--- config.mk ---
export PLATFORM = sky130hd
export DESIGN_NAME = ws2812_frame_ctrl
export DESIGN_NICKNAME = d
export VERILOG_FILES = /design/src/rtl/ws2812_pkg.sv /design/src/rtl/ws2812_phase_cnt.sv /design/src/rtl/ws2812_frame_ctrl.sv
export SDC_FILE = /design/constraint.sdc
export NUM_CORES = 1
export LEC_CHECK = 0
export BUFFER_PORTS_ARGS = -buffer_cell sky130_fd_sc_hd__buf_2
export CAP_MARGIN = 10
export CORE_MARGIN = 5
export CORE_UTILIZATION = 55
export DETAILED_ROUTE_END_ITERATION = 8
export MAX_ROUTING_LAYER = met4
export PLACE_DENSITY = 0.85
export SLEW_MARGIN = 20
export SYNTH_ARGS = -nofsm -noshare
export SYNTH_HDL_FRONTEND = slang
export SYNTH_SLANG_ARGS = --single-unit
--- constraint.sdc ---
create_clock -name clk -period 3.95 [get_ports clk]
set_clock_uncertainty 0.1 [all_clocks]
set_input_delay 0.395 -clock clk [delete_from_list [all_inputs] [get_ports clk]]
set_output_delay 0.395 -clock clk [all_outputs]
set_load 0.1 [all_outputs]
--- src/rtl/ws2812_pkg.sv ---
// Shared types and default timing for the WS2812 frame controller and RZ encoder.
package ws2812_pkg;

    typedef enum logic [1:0] {
        IDLE  = 2'd0,
        PREP  = 2'd1,
        SEND  = 2'd2,
        LATCH = 2'd3
    } state_t;

    localparam int BITS_PER_LED     = 24;
    localparam int BIT_CYCLES_50M   = 60;
    localparam int RESET_CYCLES_50M = 3000;

    // Width for an index 0..n-1 that stays at least one bit wide when n == 1.
    function automatic int cnt_width(input int n);
        return (n > 1) ? $clog2(n) : 1;
    endfunction

endpackage

--- src/rtl/ws2812_phase_cnt.sv ---
// Free-running symbol phase counter 0..BIT_CYCLES-1; wrap marks the shift edge.
// Shared with the RZ encoder so both blocks agree on symbol boundaries.
module ws2812_phase_cnt #(
    parameter int BIT_CYCLES = 60,
    parameter int PW         = $clog2(BIT_CYCLES)
) (
    input  logic          clk,
    input  logic          rst_n,
    output logic [PW-1:0] phase,
    output logic          wrap
);

    assign wrap = (phase == PW'(BIT_CYCLES - 1));

    always_ff @(posedge clk or negedge rst_n) begin
        if (!rst_n) begin
            phase <= '0;
        end else if (wrap) begin
            phase <= '0;
        end else begin
            phase <= phase + PW'(1);
        end
    end

endmodule

--- src/rtl/ws2812_frame_ctrl.sv ---
// WS2812 frame scheduler: fetches pixel words, loads the RZ encoder on symbol
// boundaries and gates its output. WS2812_AUTO_REFRESH_EN repeats frames back-to-back.
module ws2812_frame_ctrl
    import ws2812_pkg::*;
#(
    parameter int NUM_LEDS     = 64,
    parameter int BIT_CYCLES   = BIT_CYCLES_50M,
    parameter int RESET_CYCLES = RESET_CYCLES_50M,
    parameter int AW           = cnt_width(NUM_LEDS)
) (
    input  logic          clk,
    input  logic          rst_n,
    input  logic          start,
    output logic          busy,
    output logic          frame_done,
    output logic          rd_en,
    output logic [AW-1:0] rd_addr,
    input  logic [23:0]   rd_data,
    output logic [23:0]   rgb,
    output logic          load,
    input  logic          rz_in,
    output logic          led_dout,
    output logic [1:0]    fsm_state
);

    localparam int PW  = $clog2(BIT_CYCLES);
    localparam int LW  = $clog2(RESET_CYCLES + 1);
    localparam int PCW = AW + 1;

    state_t          state, state_nxt;
    logic [PW-1:0]   phase;
    logic            wrap;
    logic [4:0]      bit_cnt;
    logic [PCW-1:0]  slot_cnt;
    logic [LW-1:0]   lat_cnt;
    logic            armed;
    logic            gate;
    logic            rd_pend;
    logic            ph_first, ph_pre;
    logic            start_ok, gate_on, gate_off, lat_end;

    ws2812_phase_cnt #(
        .BIT_CYCLES (BIT_CYCLES),
        .PW         (PW)
    ) u_phase (
        .clk   (clk),
        .rst_n (rst_n),
        .phase (phase),
        .wrap  (wrap)
    );

    assign ph_first = (phase == '0);
    assign ph_pre   = (phase == PW'(BIT_CYCLES - 2));
    assign start_ok = start && (state == IDLE) && !frame_done;

    // bit_cnt/slot_cnt count symbol periods from the first load; the gate opens and
    // closes one symbol after a load slot boundary because the encoder output is registered.
    assign gate_on  = (state == SEND) && !gate && ph_first && (bit_cnt == 5'd1) && (slot_cnt == '0);
    assign gate_off = (state == SEND) && gate && ph_first && (bit_cnt == 5'd1)
                      && (slot_cnt == PCW'(NUM_LEDS));
    assign lat_end  = (state == LATCH) && (lat_cnt == LW'(RESET_CYCLES - 1));

    assign load      = (state == SEND) && ph_first && (bit_cnt == '0) && (slot_cnt < PCW'(NUM_LEDS));
    assign busy      = (state != IDLE);
    assign led_dout  = rz_in & gate;
    assign fsm_state = state;

    always_ff @(posedge clk or negedge rst_n) begin
        if (!rst_n) begin
            state <= IDLE;
        end else begin
            state <= state_nxt;
        end
    end

    // Pixel read: rd_en is a one-cycle request with no back-pressure; rd_data is valid
    // exactly one cycle later and is captured into rgb at the end of that cycle.
    always_comb begin
        state_nxt = state;
        rd_en     = 1'b0;
        case (state)
            IDLE: begin
                if (start_ok) state_nxt = PREP;
            end
            PREP: begin
                if (ph_pre) begin
                    rd_en     = 1'b1;
                    state_nxt = SEND;
                end
            end
            SEND: begin
                if (ph_pre && (bit_cnt == 5'(BITS_PER_LED - 1)) && (slot_cnt < PCW'(NUM_LEDS - 1)))
                    rd_en = 1'b1;
                if (gate_off) state_nxt = LATCH;
            end
            LATCH: begin
                if (lat_end) begin
`ifdef WS2812_AUTO_REFRESH_EN
                    state_nxt = PREP;
`else
                    state_nxt = IDLE;
`endif
                end
            end
            default: state_nxt = IDLE;
        endcase
    end

    always_ff @(posedge clk or negedge rst_n) begin
        if (!rst_n) begin
            rd_pend    <= 1'b0;
            rgb        <= '0;
            rd_addr    <= '0;
            frame_done <= 1'b0;
            bit_cnt    <= '0;
            slot_cnt   <= '0;
            armed      <= 1'b0;
            gate       <= 1'b0;
            lat_cnt    <= '0;
        end else begin
            rd_pend    <= rd_en;
            frame_done <= lat_end;
            if (rd_pend) rgb <= rd_data;

            if (state == IDLE || state == LATCH) begin
                rd_addr <= '0;
            end else if (rd_en) begin
                rd_addr <= rd_addr + AW'(1);
            end

            if (state == PREP) begin
                bit_cnt  <= '0;
                slot_cnt <= '0;
                armed    <= 1'b0;
            end else if (state == SEND) begin
                if (load) armed <= 1'b1;
                if (wrap && armed) begin
                    if (bit_cnt == 5'(BITS_PER_LED - 1)) begin
                        bit_cnt  <= '0;
                        slot_cnt <= slot_cnt + PCW'(1);
                    end else begin
                        bit_cnt <= bit_cnt + 5'd1;
                    end
                end
            end

            if (gate_on) begin
                gate <= 1'b1;
            end else if (gate_off) begin
                gate <= 1'b0;
            end

            if (state == LATCH) begin
                lat_cnt <= lat_cnt + LW'(1);
            end else begin
                lat_cnt <= '0;
            end
        end
    end

endmodule

After elaboration in Yosys (flattened, before gate mapping)
Cells that the tools add are included.
{ "op_classes": {"eq_ne": 13, "bitwise_logic": 1, "mul": 0, "div": 0, "mux": 25, "shifts": 0, "n_reduce_logical": 35, "addsub": 5, "n_lt_le_gt_ge": 2} }
{ "ops": {"columns": ["operator", "n"], "rows": [
  ["7-bit two-way mux", 4],
  ["5-bit two-way mux", 4],
  ["6-bit two-way mux", 3],
  ["1-bit logical AND", 17],
  ["2-bit nonzero test", 7],
  ["12-bit by 1-bit adder with 12-bit output, second input constant", 1],
  ["6-bit by 1-bit adder with 6-bit output, second input constant", 2],
  ["12-bit == test, second input constant", 1],
  ["6-bit == test, second input constant", 2],
  ["12-bit two-way mux", 1],
  ["2-bit two-way mux", 4],
  ["2-bit inequality test, second input constant", 4],
  ["2-bit one-hot mux with 4 select lines", 1],
  ["7-bit by 1-bit adder with 7-bit output, second input constant", 1],
  ["7-bit == test, second input constant", 1],
  ["7-bit zero test", 1],
  ["7-bit by 6-bit < comparator with 1-bit output, second input constant", 1],
  ["7-bit < comparator, second input constant", 1],
  ["1-bit two-way mux", 7],
  ["6-bit zero test", 1],
  ["5-bit by 1-bit adder with 5-bit output, second input constant", 1],
  ["5-bit by 1-bit == test with 1-bit output, second input constant", 1],
  ["5-bit == test, second input constant", 1],
  ["5-bit zero test", 1],
  ["10 further kinds", 13]
]} }
{ "totals": {"in_bits": 28, "rom_bits": 0, "regBits": 66, "mem_bits_rw": 0, "word_cells": 92, "n_memories": 0, "latch_bits": 0} }

Logic depth before layout (Yosys ltp)
{ "logic_depth": {"word_depth": 7, "depth_mapped": 7, "depth_no_buf": 7} }

By module
Synthesis repeated with hierarchy kept, for this count alone.
{ "unflattened": {"cells_unflattened": 282, "hier_area_um2": 3191.8} }
{ "by_module_without_submodules": {"columns": ["module", "cells_each", "seq_area_each_um2", "area_each_um2", "n_inst"], "rows": [
  ["ws2812_frame_ctrl", 255, 1501.4, 2902.8, 1],
  ["ws2812_phase_cnt", 27, 150.1, 289.0, 1]
]} }

Worst setup path before layout
No wires, ideal clock.
{ "synth_timing": {"kind": "register -> register", "from": "reg state[1] (netlist: fsm_state[1])", "to": "reg armed", "slack_ns": -0.383, "required_ns": 3.769, "setup_time_ns": 0.081, "path_stages_with_launch": 6, "t_arrival_ns": 4.152, "path_buffers": 0, "cell_sequence": "dfrtp_1 > ha_1 > or4bb_1 > nor3_1 > a21oi_1 > nor2_1"} }
{ "synth_between": {"elab_chain_cells": 6, "word_cells_on_any_way": 9, "classes_between": "eq/ne (2); mux (1); reduce/logical (6)"} }
{ "synth_rtl": {"columns": ["element", "line_no", "rtl"], "rows": [
  ["start, declared", "ws2812_frame_ctrl.sv:30", "state_t state, state_nxt;"],
  ["start signal, assigned", "ws2812_frame_ctrl.sv:72", "state <= state_nxt;"],
  ["2-bit == test", "ws2812_frame_ctrl.sv:63", "assign load = (state == SEND) && ph_first && (bit_cnt == '0) && (slot_cnt < PCW'(NUM_LEDS));"],
  ["1-bit logical AND (3 in a row)", "ws2812_frame_ctrl.sv:63", null],
  ["named net load", "ws2812_frame_ctrl.sv:20", "output logic load,"],
  ["2-bit nonzero test (no line)", null, null],
  ["2-bit AND reduction (no line)", null, null],
  ["end signal, assigned", "ws2812_frame_ctrl.sv:117", "armed <= 1'b0;"],
  ["end signal, assigned", "ws2812_frame_ctrl.sv:134", "armed <= 1'b0;"],
  ["end signal, assigned", "ws2812_frame_ctrl.sv:136", "if (load) armed <= 1'b1;"],
  ["end, declared", "ws2812_frame_ctrl.sv:36", "logic armed;"]
]} }
The timed path passes the listed nets, and every way through them passes these cells.
A chain may end at the register's enable or synchronous reset.

Final worst setup path
{ "layout_timing": {"from": "reg bit_cnt[0]", "to": "out rd_en"} }
{ "layout_between": {"elab_chain_cells": 5} }
{ "layout_rtl": {"columns": ["element", "line_no", "rtl"], "rows": [
  ["start, declared", "ws2812_frame_ctrl.sv:33", "logic [4:0] bit_cnt;"],
  ["start signal, assigned", "ws2812_frame_ctrl.sv:142", "bit_cnt <= bit_cnt + 5'd1;"],
  ["5-bit == test", "ws2812_frame_ctrl.sv:92", "if (ph_pre && (bit_cnt == 5'(BITS_PER_LED - 1)) && (slot_cnt < PCW'(NUM_LEDS - 1)))"],
  ["1-bit logical AND (2 in a row)", "ws2812_frame_ctrl.sv:92", null],
  ["1-bit two-way mux", "ws2812_frame_ctrl.sv:92", null],
  ["1-bit one-hot mux with 2 select lines", "ws2812_frame_ctrl.sv:81", "case (state)"],
  ["end, declared", "ws2812_frame_ctrl.sv:16", "output logic rd_en,"]
]} }
Every way passes these cells.

==> results.sh <==
export IMPL_critPathArrivalTime_ns=2.44
export IMPL_power_mw=1.251
export IMPL_holdWs_ns=0.1803
export IMPL_min_period_ns=2.934
export IMPL_clock_sink_count=66
export IMPL_relSlewSlack=0.3861
export IMPL_synth_cell_types=38
export IMPL_register_area_sq_um=1652
export IMPL_grt_max_degree=47
export IMPL_tritoncts="done"
export IMPL_cts_root_buf="clkbuf_8"
export IMPL_clk_pin_slew_ns=0.07
export IMPL_die_y_um=85.81
export IMPL_grt_pass1_vias=2314
export IMPL_cp_start_kind="flip-flop"
export IMPL_timing_setup_tns_ns=0
export IMPL_synthToLayoutAreaGrowth_pct=18.73
export IMPL_clockBufferDepth=2
export IMPL_ys_ff_latch=66
export IMPL_worst_slew_pin_slew_ns=0.9209
export IMPL_num_rows=27
export IMPL_drc_errors=0
export IMPL_synth_top_area_share=0.5226
export IMPL_fin_ws_ns=1.016
export IMPL_critPathRequiredTime_ns=3.45
export IMPL_min_path_type="input port to flip-flop"
export IMPL_ios=65
export IMPL_numCtsBuffers=9
export IMPL_final_common_cell="dfrtp_1"
export IMPL_clock_latency_ns=0.34
export IMPL_core_region_area_sq_um=5540
export IMPL_antenna_cells=0
export IMPL_dpl_hpwl_mm=4.942
export IMPL_yosysWarnings=0
export IMPL_overflow=0
export IMPL_setup_viol=0
export IMPL_yosys_top_cells_area="dfrtp_1 52%, mux2_2 8.9%, ha_1 5.9%"
export IMPL_gp_congestion=0.8233
export IMPL_fin_crit_sh=0.7428
export IMPL_rsz0062_at_grt="no"
export IMPL_synth_area_leader_cell="dfrtp_1"
export IMPL_multi_input_area_sq_um=1418
export IMPL_dr_total_vias=2356
export IMPL_crit_type="flip-flop to output port"
export IMPL_ys_seq_area_frac=0.5226
export IMPL_die_area_sq_um=7363
export IMPL_cap_violations=0
export IMPL_drive_gt1_frac=0.3277
export IMPL_via_per_inst=5.531
export IMPL_ant_nets=0
export IMPL_die_w_um=85.81
export IMPL_initial_core_util=0.5705
export IMPL_post_cts_setup_buffers=0
export IMPL_grt_use_total=0.1976
export IMPL_wire_per_inst_um=15.62
export IMPL_instances_no_fill=426
export IMPL_drt_pass1_iter_count=4
export IMPL_port_buffers=64
export IMPL_antenna_found_initial=0
export IMPL_power_leakage_nw=1.908
export IMPL_htreeDepth=3
export IMPL_wl_mm=6.653
export IMPL_first_iter_violations=99
export IMPL_hold_viol=0
export IMPL_peakVddDrop_uv=178.5
export IMPL_p_per_area_nw_per_um2=333.4
export IMPL_netlist_instances=281
export IMPL_crit_fanout=9
export IMPL_fmax_ghz=0.3408
export IMPL_pre_cts_ws_ns=1.377
export IMPL_nNetsFinal=392
export IMPL_synth_area_sq_um=3161
export IMPL_status="finished clean"
export IMPL_slew_viol_final=0
export IMPL_endpoint_kind="output port"
export IMPL_layout_common_cells="66 x dfrtp_1, 63 x buf_2, 29 x nor2_1, 25 x mux2_2"
export IMPL_dp_cells=409
export IMPL_synth_nets=324
export IMPL_fillers=381
export IMPL_grt_pass1_wl_mm=11.02
export IMPL_avgSynthCellArea_sq_um=11.25
export IMPL_cts_resized=0
cells in the mapped netlist, drive strengths merged:
| master | number |
|---|---|
| dfrtp | 66 |
| nand4b | 1 |
| or4b | 1 |
| xnor2 | 8 |
| or4bb | 1 |
| a31oi | 3 |
| clkbuf | 7 |
| nor3 | 3 |
| nand4bb | 1 |
| nor2 | 29 |
| mux2i | 5 |
| o221ai | 1 |
| and3 | 3 |
| nand4 | 3 |
| or3 | 3 |
| xor2 | 10 |
| nand2b | 2 |
| ha | 15 |
| nor4 | 5 |
| a21oi | 8 |
| o31ai | 2 |
| a2111oi | 1 |
| and2 | 5 |
| or4 | 5 |
| buf | 2 |
| and4b | 2 |
| mux2 | 25 |
| o21ai | 12 |
| o32a | 1 |
| o211ai | 1 |
| nand3 | 16 |
| inv | 16 |
| nand3b | 2 |
| o2bb2ai | 2 |
| nand2 | 14 |
path summary, 6_finish.rpt:
path                       slack, ns      endpoint          from  depth (start not counted)
setup / recovery                1.02         rd_en    bit_cnt[0]                          6
hold / removal                  0.18       rgb[14]   rd_data[14]                          2
hold reg to reg                 0.39    lat_cnt[0]    lat_cnt[0]                          1
min in group asynchronous       0.50       rgb[11]         rst_n                          2
setup reg to reg                1.59  fsm_state[1]  fsm_state[0]                          7
max in group asynchronous       2.56   slot_cnt[1]         rst_n                          3
area by class of cell:
class	count	share of cell area
Tap cell	72	0.02401
Multi-Input combinational cell	190	0.3778
Clock buffer	9	0.03301
Sequential cell	66	0.4401
Clock inverter	7	0.01834
Timing Repair Buffer	66	0.09070
Inverter	16	0.01601
registers in the layout (all words and copies together), names as in the netlist:
signal	count
rd_addr	6
slot_cnt	7
u_phase.phase	6
gate	1
rgb	24
lat_cnt	12
fsm_state	2
frame_done	1
bit_cnt	5
armed	1
rd_pend	1
per-stage QoR:
step / instance area, sq um / util
finish: 3752 / 0.6773
global route: 3752 / 0.6773
CTS: 3740 / 0.6750
detailed placement: 3547 / 0.6402
global placement: 3547 / 0.6402
floorplan: 3166 / -
worst max-delay path, cell delays in order (launching register included):
cell	delay, ns
dfrtp_1	0.41
ha_1	0.27
nand4b_2	0.17
a2111oi_4	0.44
o21ai_4	0.14
nor2_1	0.19
buf_2	0.46
what timing repair did:
action,CTS,global route
hold buffers,0,1
endpoints found under the hold margin,0,45
endpoints found under the setup margin,0,0
where the power goes:
group / leakage (nW) / internal (mW) / switching, mW / total [mW]
Sequential: 0.898 / 0.676 / 0 / 0.676
Clock: 0.0954 / 0.290 / 0.258 / 0.548
Combinational: 0.915 / 0.0110 / 0.0167 / 0.0278
logic make-up after synthesis:
family | Yosys count | synth area share
AND/OR/NAND/NOR | 96 | 0.1623
flip-flops | 66 | 0.5226
AO/OA/AOI/OAI | 31 | 0.07047
multiplexers | 30 | 0.1049
buffers and inverters | 25 | 0.03049
XOR/XNOR | 18 | 0.04988
adder cells (fa/ha/maj) | 15 | 0.05938
layer usage:
layer,track usage,vias to the layer above,part of all wire
met3,0.06628,14,0.082
li1,-,1114,-
met1,0.2444,1135,0.43
met5,-,-,0
met2,0.3016,93,0.46
met4,0.07482,0,0.019
No activity file was read; power rests on OpenSTA's default activity.
